`src/rtl/ccr_controller_pkg.sv`:
```
// Shared types and constants for the condition-code register controller.
// State encodings, flag bit positions and the CCR width.
package ccr_controller_pkg;

    localparam int CCR_W = 4;

    // Flag positions inside the CCR word {NF,OF,CF,ZF}
    localparam int FLAG_ZF = 0;
    localparam int FLAG_CF = 1;
    localparam int FLAG_OF = 2;
    localparam int FLAG_NF = 3;

    typedef enum logic [1:0] {
        CCR_RUN   = 2'd0,
        CCR_SAVE  = 2'd1,
        CCR_FLUSH = 2'd2
    } ccr_state_e;

endpackage

```
`src/rtl/ccr_controller_if.sv`:
```
// Execute-stage side of the CCR controller.
// The master drives pipeline events; the slave returns flags and status.
interface ccr_controller_if #(parameter int CNT_W = 3) ();
    import ccr_controller_pkg::*;

    logic             ex_valid;
    logic             stall;
    logic [CCR_W-1:0] flags_in;
    logic             rti_commit;
    logic             int_req;
    logic             flush_done;
    logic [CCR_W-1:0] ccr;
    logic [CCR_W-1:0] freezed_ccr;
    logic             int_ack;
    logic             int_blocked;
    logic             rti_underflow;
    logic [CNT_W-1:0] depth;

    modport master (
        output ex_valid, stall, flags_in, rti_commit, int_req, flush_done,
        input  ccr, freezed_ccr, int_ack, int_blocked, rti_underflow, depth
    );

    modport slave (
        input  ex_valid, stall, flags_in, rti_commit, int_req, flush_done,
        output ccr, freezed_ccr, int_ack, int_blocked, rti_underflow, depth
    );
endinterface

```
`src/rtl/ccr_controller_stack.sv`:
```
// LIFO of saved CCR copies. Push is ignored when full and pop when empty,
// so the depth can never wrap. Popped slots are cleared.
module ccr_stack
    import ccr_controller_pkg::*;
#(
    parameter int DEPTH = 2,
    parameter int CNT_W = 3
) (
    input  logic             clk,
    input  logic             rst,
    input  logic             push,
    input  logic             pop,
    input  logic [CCR_W-1:0] push_data,
    output logic [CCR_W-1:0] top,
    output logic [CNT_W-1:0] depth,
    output logic             full,
    output logic             empty
);
    localparam logic [CNT_W-1:0] CNT_ONE = CNT_W'(1);

    logic [CCR_W-1:0] entries_r [DEPTH];
    logic [CNT_W-1:0] depth_r;
    logic             do_push_s;
    logic             do_pop_s;

    assign full      = (depth_r == CNT_W'(DEPTH));
    assign empty     = (depth_r == {CNT_W{1'b0}});
    assign do_push_s = push & ~full;
    assign do_pop_s  = pop & ~empty;
    assign depth     = depth_r;

    // Entry storage and occupancy counter
    always_ff @(posedge clk or negedge rst) begin
        if (!rst) begin
            for (int i = 0; i < DEPTH; i++) begin
                entries_r[i] <= {CCR_W{1'b0}};
            end
            depth_r <= {CNT_W{1'b0}};
        end else begin
            for (int i = 0; i < DEPTH; i++) begin
                if (do_push_s && (depth_r == CNT_W'(i))) begin
                    entries_r[i] <= push_data;
                end else if (do_pop_s && (depth_r == CNT_W'(i + 1))) begin
                    entries_r[i] <= {CCR_W{1'b0}};
                end else begin
                    entries_r[i] <= entries_r[i];
                end
            end
            if (do_push_s) begin
                depth_r <= depth_r + CNT_ONE;
            end else if (do_pop_s) begin
                depth_r <= depth_r - CNT_ONE;
            end else begin
                depth_r <= depth_r;
            end
        end
    end

    // Top-of-stack select; reads zero when nothing is saved
    always_comb begin
        top = {CCR_W{1'b0}};
        for (int i = 0; i < DEPTH; i++) begin
            if (depth_r == CNT_W'(i + 1)) begin
                top = entries_r[i];
            end else begin
                top = top;
            end
        end
    end
endmodule

```
`src/rtl/ccr_controller.sv`:
```
// Condition-code register with interrupt save/restore. The push happens on
// the RUN->SAVE edge, so depth, freezed_ccr and int_ack all appear in SAVE.
module ccr_controller
    import ccr_controller_pkg::*;
#(
    parameter int NEST_DEPTH = 2,
    parameter int CNT_W      = 3
) (
    input  logic            clk,
    input  logic            rst,
    ccr_controller_if.slave bus
);
    ccr_state_e       state_r, state_s;
    logic [CCR_W-1:0] ccr_r, ccr_s;
    logic             int_ack_r;
    logic             rti_underflow_r, underflow_s;
    logic             capture_s;
    logic             push_s, pop_s;
    logic [CCR_W-1:0] push_data_s;
    logic [CCR_W-1:0] top_s;
    logic             full_s, empty_s;

    ccr_stack #(.DEPTH(NEST_DEPTH), .CNT_W(CNT_W)) u_stack (
        .clk       (clk),
        .rst       (rst),
        .push      (push_s),
        .pop       (pop_s),
        .push_data (push_data_s),
        .top       (top_s),
        .depth     (bus.depth),
        .full      (full_s),
        .empty     (empty_s)
    );

    assign capture_s       = bus.ex_valid & ~bus.stall & (state_r == CCR_RUN);
    assign bus.ccr         = ccr_r;
    assign bus.freezed_ccr = top_s;
    assign bus.int_ack     = int_ack_r;
    assign bus.int_blocked = bus.int_req & full_s;
    assign bus.rti_underflow = rti_underflow_r;

    // Next state, CCR update and stack control
    always_comb begin
        state_s     = state_r;
        ccr_s       = ccr_r;
        push_s      = 1'b0;
        pop_s       = 1'b0;
        push_data_s = ccr_r;
        underflow_s = 1'b0;
        case (state_r)
            CCR_RUN: begin
                if (capture_s) begin
                    ccr_s = bus.flags_in;
                end else begin
                    ccr_s = ccr_r;
                end
                // RTI beats a coincident interrupt; the restore beats capture
                if (bus.rti_commit) begin
                    if (!empty_s) begin
                        ccr_s = top_s;
                        pop_s = 1'b1;
                    end else begin
                        underflow_s = 1'b1;
                    end
                end else if (bus.int_req && !full_s) begin
                    state_s     = CCR_SAVE;
                    push_s      = 1'b1;
                    push_data_s = capture_s ? bus.flags_in : ccr_r;
                end else begin
                    state_s = CCR_RUN;
                end
            end
            CCR_SAVE: begin
                state_s = CCR_FLUSH;
            end
            CCR_FLUSH: begin
                if (bus.flush_done) begin
                    state_s = CCR_RUN;
                end else begin
                    state_s = CCR_FLUSH;
                end
            end
            default: begin
                state_s = CCR_RUN;
            end
        endcase
    end

    // State, CCR and registered status pulses
    always_ff @(posedge clk or negedge rst) begin
        if (!rst) begin
            state_r         <= CCR_RUN;
            ccr_r           <= {CCR_W{1'b0}};
            int_ack_r       <= 1'b0;
            rti_underflow_r <= 1'b0;
        end else begin
            state_r         <= state_s;
            ccr_r           <= ccr_s;
            int_ack_r       <= push_s;
            rti_underflow_r <= underflow_s;
        end
    end
endmodule

```
`src/flat_wrapper.sv`:
```
// flat-port wrapper written by rule: the top's interface ports become plain ports
module ccr_controller_flat import ccr_controller_pkg::*;
#(
    parameter int NEST_DEPTH = 2,
    parameter int CNT_W      = 3
)
  (clk, rst, bus_ex_valid, bus_stall, bus_flags_in, bus_rti_commit, bus_int_req, bus_flush_done, bus_ccr, bus_freezed_ccr, bus_int_ack, bus_int_blocked, bus_rti_underflow, bus_depth);
  ccr_controller_if #(.CNT_W(CNT_W)) bus_i ();
  input  logic clk;
  input  logic rst;
  input wire logic [$bits(bus_i.ex_valid)-1:0] bus_ex_valid;
  input wire logic [$bits(bus_i.stall)-1:0] bus_stall;
  input wire logic [$bits(bus_i.flags_in)-1:0] bus_flags_in;
  input wire logic [$bits(bus_i.rti_commit)-1:0] bus_rti_commit;
  input wire logic [$bits(bus_i.int_req)-1:0] bus_int_req;
  input wire logic [$bits(bus_i.flush_done)-1:0] bus_flush_done;
  output wire logic [$bits(bus_i.ccr)-1:0] bus_ccr;
  output wire logic [$bits(bus_i.freezed_ccr)-1:0] bus_freezed_ccr;
  output wire logic [$bits(bus_i.int_ack)-1:0] bus_int_ack;
  output wire logic [$bits(bus_i.int_blocked)-1:0] bus_int_blocked;
  output wire logic [$bits(bus_i.rti_underflow)-1:0] bus_rti_underflow;
  output wire logic [$bits(bus_i.depth)-1:0] bus_depth;
  assign bus_i.ex_valid = bus_ex_valid;
  assign bus_i.stall = bus_stall;
  assign bus_i.flags_in = bus_flags_in;
  assign bus_i.rti_commit = bus_rti_commit;
  assign bus_i.int_req = bus_int_req;
  assign bus_i.flush_done = bus_flush_done;
  assign bus_ccr = bus_i.ccr;
  assign bus_freezed_ccr = bus_i.freezed_ccr;
  assign bus_int_ack = bus_i.int_ack;
  assign bus_int_blocked = bus_i.int_blocked;
  assign bus_rti_underflow = bus_i.rti_underflow;
  assign bus_depth = bus_i.depth;
  ccr_controller #(.NEST_DEPTH(NEST_DEPTH), .CNT_W(CNT_W)) u_core (.clk(clk), .rst(rst), .bus(bus_i));
endmodule
```
`config.mk`:
```
export PLATFORM = sky130hd
export DESIGN_NAME = ccr_controller_flat
export DESIGN_NICKNAME = d
export VERILOG_FILES = /design/src/rtl/ccr_controller_pkg.sv /design/src/rtl/ccr_controller_if.sv /design/src/rtl/ccr_controller_stack.sv /design/src/rtl/ccr_controller.sv /design/src/flat_wrapper.sv
export SDC_FILE = /design/constraint.sdc
export NUM_CORES = 1
export LEC_CHECK = 0
export CAP_MARGIN = 20
export CORE_ASPECT_RATIO = 0.7
export CORE_MARGIN = 1.5
export CORE_UTILIZATION = 43
export DETAILED_ROUTE_END_ITERATION = 10
export GPL_TIMING_DRIVEN = 1
export PLACE_DENSITY = 0.7
export SYNTH_ARGS = -nofsm -noshare
export SYNTH_HDL_FRONTEND = slang
export SYNTH_SLANG_ARGS = --single-unit
```
`constraint.sdc`:
```
create_clock -name clk -period 2.15 [get_ports clk]
set_input_delay 0.5375 -clock clk [delete_from_list [all_inputs] [get_ports clk]]
set_output_delay 0.5375 -clock clk [all_outputs]
set_load 0.05 [all_outputs]
```
# Yosys cells after proc, flatten, opt, wreduce, memory -nomap -nowiden
# Index checks and enable logic that the tools add are counted.
[totals] wordCells=60 in_bits=11 out_inout_bits=14 regBits=19
[classes] n_eq_ne=5 bitwise_logic=8 muxes=27 addsub=2 reduce_logical=11
[op_table] cell="4-bit 2-to-1 mux" n=12
[op_table] cell="1-bit 2-to-1 mux" n=10
[op_table] cell="3-bit 2-to-1 mux" n=2
[op_table] cell="2-bit one-hot mux with 3 select lines" n=1
[op_table] cell="2-bit nonzero test" n=3
[op_table] cell="1-bit AND" n=5
[op_table] cell="1-bit logical AND" n=5
[op_table] cell="2-bit 2-to-1 mux" n=2
[op_table] cell="3-bit by 1-bit adder with 3-bit output, second input constant" n=1
[op_table] cell="3-bit by 1-bit == test with 1-bit output, second input constant" n=1
[op_table] cell="3-bit by 2-bit == test with 1-bit output, second input constant" n=1
[op_table] cell="3-bit zero test" n=1
[op_table] cell="1-bit inverter" n=3
[op_table] cell="3-bit by 1-bit subtractor with 3-bit output, second input constant" n=1
[op_table] cell="2-bit by 1-bit == test with 1-bit output, second input constant" n=1
[op_table] cell="2-bit == test, second input constant" n=1
[op_table] cell="2-bit zero test" n=1
[op_table] cell="2-bit != test, second input constant" n=1
[op_table] cell="1-bit zero test" n=1

# Longest topological paths before layout
[depth] ltp_word=9 depth_mapped=6 ltp_nobuf=6

# Cells and area by module
# Synthesis repeated with hierarchy kept, for this count alone.
[unflattened] cells_unflattened=103 area_unflattened_um2=1157.4
[modules_own_cells] module="ccr_stack" cells_each=60 area_each_um2=690.7 seq_area_each_um2=275.3 instances=1
[modules_own_cells] module="ccr_controller" cells_each=43 area_each_um2=466.7 seq_area_each_um2=200.2 instances=1

# Worst setup path before layout
# OpenSTA, ideal clock, no wires.
[synth_path] path_kind="register -> output" startpoint="register u_core.u_stack.depth_r[0], in the netlist u_core.u_stack.depth[0]" endpoint="output port bus_freezed_ccr[0]" stages_incl_launch_ff=6 path_buffers=0 t_required_ns=1.612 path_slack_ns=-0.482 t_arrival_ns=2.095 cell_sequence="dfrtp_1 -> inv_1 -> ha_1 -> inv_1 -> nand3_1 -> a21oi_1"
[synth_between] elab_chain_len=3 word_cells_on_any_way=4 cone_classes="2 x eq/ne; 2 x mux"
[synth_rtl] element="from (decl)" line="ccr_controller_stack.sv:22" source="logic [CNT_W-1:0] depth_r;"
[synth_rtl] element="from (signal assigned)" line="ccr_controller_stack.sv:38" source="depth_r <= {CNT_W{1'b0}};"
[synth_rtl] element="from (signal assigned)" line="ccr_controller_stack.sv:50" source="depth_r <= depth_r + CNT_ONE;"
[synth_rtl] element="from (signal assigned)" line="ccr_controller_stack.sv:52" source="depth_r <= depth_r - CNT_ONE;"
[synth_rtl] element="3-bit by 1-bit == test with 1-bit output" line="ccr_controller_stack.sv:63" source="if (depth_r == CNT_W'(i + 1)) begin"
[synth_rtl] element="4-bit 2-to-1 mux" line="ccr_controller_stack.sv:63"
[synth_rtl] element="4-bit 2-to-1 mux (*)" line="ccr_controller_stack.sv:63"
[synth_rtl] element="to (decl)" line="flat_wrapper.sv:18" source="output wire logic [$bits(bus_i.freezed_ccr)-1:0] bus_freezed_ccr;"
# Every way passes the cells marked *; elsewhere a longest branch is shown, timed or not.

# Final worst setup path
[layout_path] startpoint="register u_core.u_stack.depth_r[0], in the netlist u_core.u_stack.depth[0]" endpoint="output port bus_freezed_ccr[3]"
# Same word-level chain as after synthesis.

==> results_dict.tcl <==
set metrics [dict create \
    status "finished with violations" \
    violations "negative setup slack" \
    antenna_left 0 \
    synthCells 92 \
    holdCritStartpoint "u_core.u_stack.entries_r[0]" \
    seq_area_frac_synth_pct 46.9 \
    tightest_slew_ps 501 \
    max-cap-violations 0 \
    crit_type "reg2out" \
    pwr-share-seq_pct 28.5 \
    avgRoutedWirePerCell_um 17.2 \
    cts_root_buffer "clkbuf_4" \
    cts.sinks 19 \
    die-area_mm2 0.00266 \
    report.final.slew_viol_count 0 \
    crit_fanout 4 \
    wl_mm 2.86 \
    syn_avg_cell_area_um2 11.0 \
    leakage_nw 0.656 \
    synth-seq-cells 19 \
    hold_path_depth 1 \
    crit_top_cell "buf_12" \
    firstDrtPassIters 4 \
    r2r_start "u_core.u_stack.depth[0]" \
    p_int_w 0.00123 \
    cts_max_level 1 \
    crit_family "flip-flops" \
    timing.rr.end "u_core.u_stack.depth[0]" \
    setup_slack_ps -39.8 \
    groute.usage.overall_pct 22.8 \
    synthDominantCellAreaShare_pct 46.9 \
    fin_cells 166 \
    path_buf_inv 3 \
    max_stage_delay_ps 450 \
    clockBufferDepth 2 \
    core_mm2 0.00219 \
    dpl_cell_area_mm2 0.00144 \
    area_growth_pct 61.0 \
    syn_area_mm2 0.00101 \
    grt_max_degree 20 \
    start_kind "register" \
    fin_area_mm2 0.00163 \
    swShare_pct 47.3 \
    grt_pass1_wl_mm 4.20 \
    r2r_cells 9 \
    crit_path_end_kind "output pin" \
    worstPathArrival_ps 1650 \
    netlist_top_cells_area "dfrtp_1 (47%), o2bb2ai_1 (6.9%), ha_1 (6.2%)" \
    finClkSkew_ps 11.4 \
    maxSlewHeadroom_pct 66.5 \
    cts.clk_slew.worst_paths_ps 100 \
    hpwl_mm 1.84 \
    cts_hold_buf 0 \
    fp.dieW_um 61.1 \
    p_clk_share_pct 8.0 \
    antenna_found_initial 0 \
    tritoncts "done" \
    port_buffers 24 \
    hold_path_class "reg2reg" \
    placedCellCount 153 \
    slowest_stage "dfrtp_2" \
    rows 14 \
    ys_types 29 \
    routabilityCongestion 0.860 \
    drive_gt1_share_pct 35.1 \
    finalHoldViolations 0 \
    overflow 0 \
    post_drt_via_cell_ratio 5.49 \
    fillCellCount 143 \
    switchingPower_w 0.00111 \
    crit_required_ps 1610 \
    comb_power_share_pct 63.6 \
    power.density_mw_per_mm2 1430 \
    die_y_um 43.6 \
    period_needed_ps 2190 \
    cp_cell_sequence "buf_12 > ha_4 > nor2b_4 > a32oi_4 > inv_2 > buf_12" \
    fmax_mhz 457 \
    vias 912 \
    syn-num-nets 108 \
    min_to "u_core.u_stack.entries_r[0]" \
    rsz0062_at_grt "yes" \
    synth_top_cell_by_area "dfrtp_1" \
    totalPowerFinal_w 0.00234 \
    numCtsBuffers 3 \
    ir_drop_uv 890 \
    worstSkewPairLatency_ps 310 \
    drc 0 \
    finalSetupViolations 1 \
    whs_ps 505 \
    rrSetupSlack_ps 130 \
    insertedDiodeCount 0 \
    grt_pass1_vias 817 \
    drt_iter0_markers 17 \
    ioPinCount 25 \
    synth_warnings 0 \
    finalCritPeriodShare_pct 102 \
    start_util_pct 46.3 \
    final_net_count 151 \
]
sequential cells by signal (all words and copies together) (netlist names):
name,flops
u_core.u_stack.depth,3
u_core.bus.rti_underflow,1
u_core.u_stack.entries_r,8
u_core.bus.int_ack,1
u_core.state_r,2
u_core.bus.ccr,4
worst max path at each step:
stage               depth (start not counted)                  to               startpoint  slack, ps
global route                                6  bus_freezed_ccr[3]  u_core.u_stack.depth[0]       -100
detailed placement                          6  bus_freezed_ccr[3]  u_core.u_stack.depth[0]         80
CTS                                         7  bus_freezed_ccr[3]  u_core.u_stack.depth[0]        -10
finish                                      6  bus_freezed_ccr[3]  u_core.u_stack.depth[0]        -40
global placement                            6  bus_freezed_ccr[3]  u_core.u_stack.depth[0]         90
floorplan                                   4     bus_int_blocked  u_core.u_stack.depth[0]         40
through the flow:
stage	util, %	setup slack (ps)	TNS (ps)
2_1_floorplan	-	38.2	0
3_3_place_gp	65.6	85.8	0
3_5_place_dp	65.6	77.9	0
4_1_cts	71.0	-11.8	-11.8
5_1_grt	74.6	-95.8	-225
6_report	74.6	-39.8	-39.8
worst register-to-register path: stages, from the launching register on:
cell	delay, ps
dfrtp_2	420
inv_2	70
buf_4	130
buf_4	120
buf_4	130
ha_1	230
nand2b_1	100
nand3_1	280
nor2b_1	260
xnor2_1	190
logic make-up after synthesis:
kind of cell | share of synthesized area (%)
buf+inv | 2.71
mux | 6.04
xor+xnor | 1.73
fa+ha+maj | 6.17
compound gates | 19.6
flops | 46.9
simple gates | 16.9
placed cells by master, fill, tap and decap left out, types with 2 or more instances in the layout:
cell type        count
clkdlybuf4s50_1     17
dfrtp_1             17
buf_4               14
nand2_1             11
o2bb2ai_1            8
buf_12               7
mux2i_1              5
a21oi_4              3
inv_2                3
a211o_1              3
o211ai_1             3
ha_1                 3
clkbuf_4             3
nand3_2              2
nor2b_4              2
nor2_1               2
nor2b_1              2
a22oi_1              2
xnor2_1              2
ha_4                 2
dfrtp_2              2
power groups by stage:
stage | Clock (W) | Sequential (W) | Combinational (W)
after global placement | 0 | 0.000632 | 0.00116
after floorplan | 0 | 0.000832 | 0.000562
final | 0.000187 | 0.000666 | 0.00149
after global routing | 0.000207 | 0.000687 | 0.00156
after detailed placement | 0 | 0.000637 | 0.00118
after CTS | 0.000189 | 0.000647 | 0.00132
layout make-up:
cell class / count / area [µm²] / area share, %
repair buffers: 40 / 435 / 26.6
flip-flops and latches: 19 / 478 / 29.2
inverters: 5 / 26.3 / 1.61
well taps: 32 / 40.0 / 2.45
multi-input cells: 66 / 628 / 38.4
clock buffers: 4 / 26.3 / 1.61
synthesized netlist by cell type:
cell and number:
a211o_1 3, nand3_1 4, clkbuf_1 1, xnor2_1 2, nand2b_1 1, nor4b_4 1
dfrtp_1 19, and2_1 1, o2bb2ai_1 8, o221ai_1 1, mux2i_1 5, ha_1 5
nor3b_1 1, nor4b_1 1, nand2_1 11, inv_1 5, and3_1 1, mux2_2 1
nor3b_2 1, o2bb2a_4 1, a21oi_1 4, or2_1 1, nor2b_1 4, buf_2 1
o211ai_1 3, a32oi_1 1, nor2_1 2, a22oi_1 2, o21a_1 1
metal layers:
metal / track usage [%] / routed length [µm]
met1: 31.7 / 1340
met5: 0 / 0
met2: 32.1 / 1280
met3: 6.27 / 158
met4: 13.0 / 82
repair_timing:
action	in CTS	in global routing
setup buffers	4	5
pin swaps	4	2
cloned	0	0
gates resized for setup	17	5
setup endpoints to repair	5	5
(Power assumes the default switching activity.)
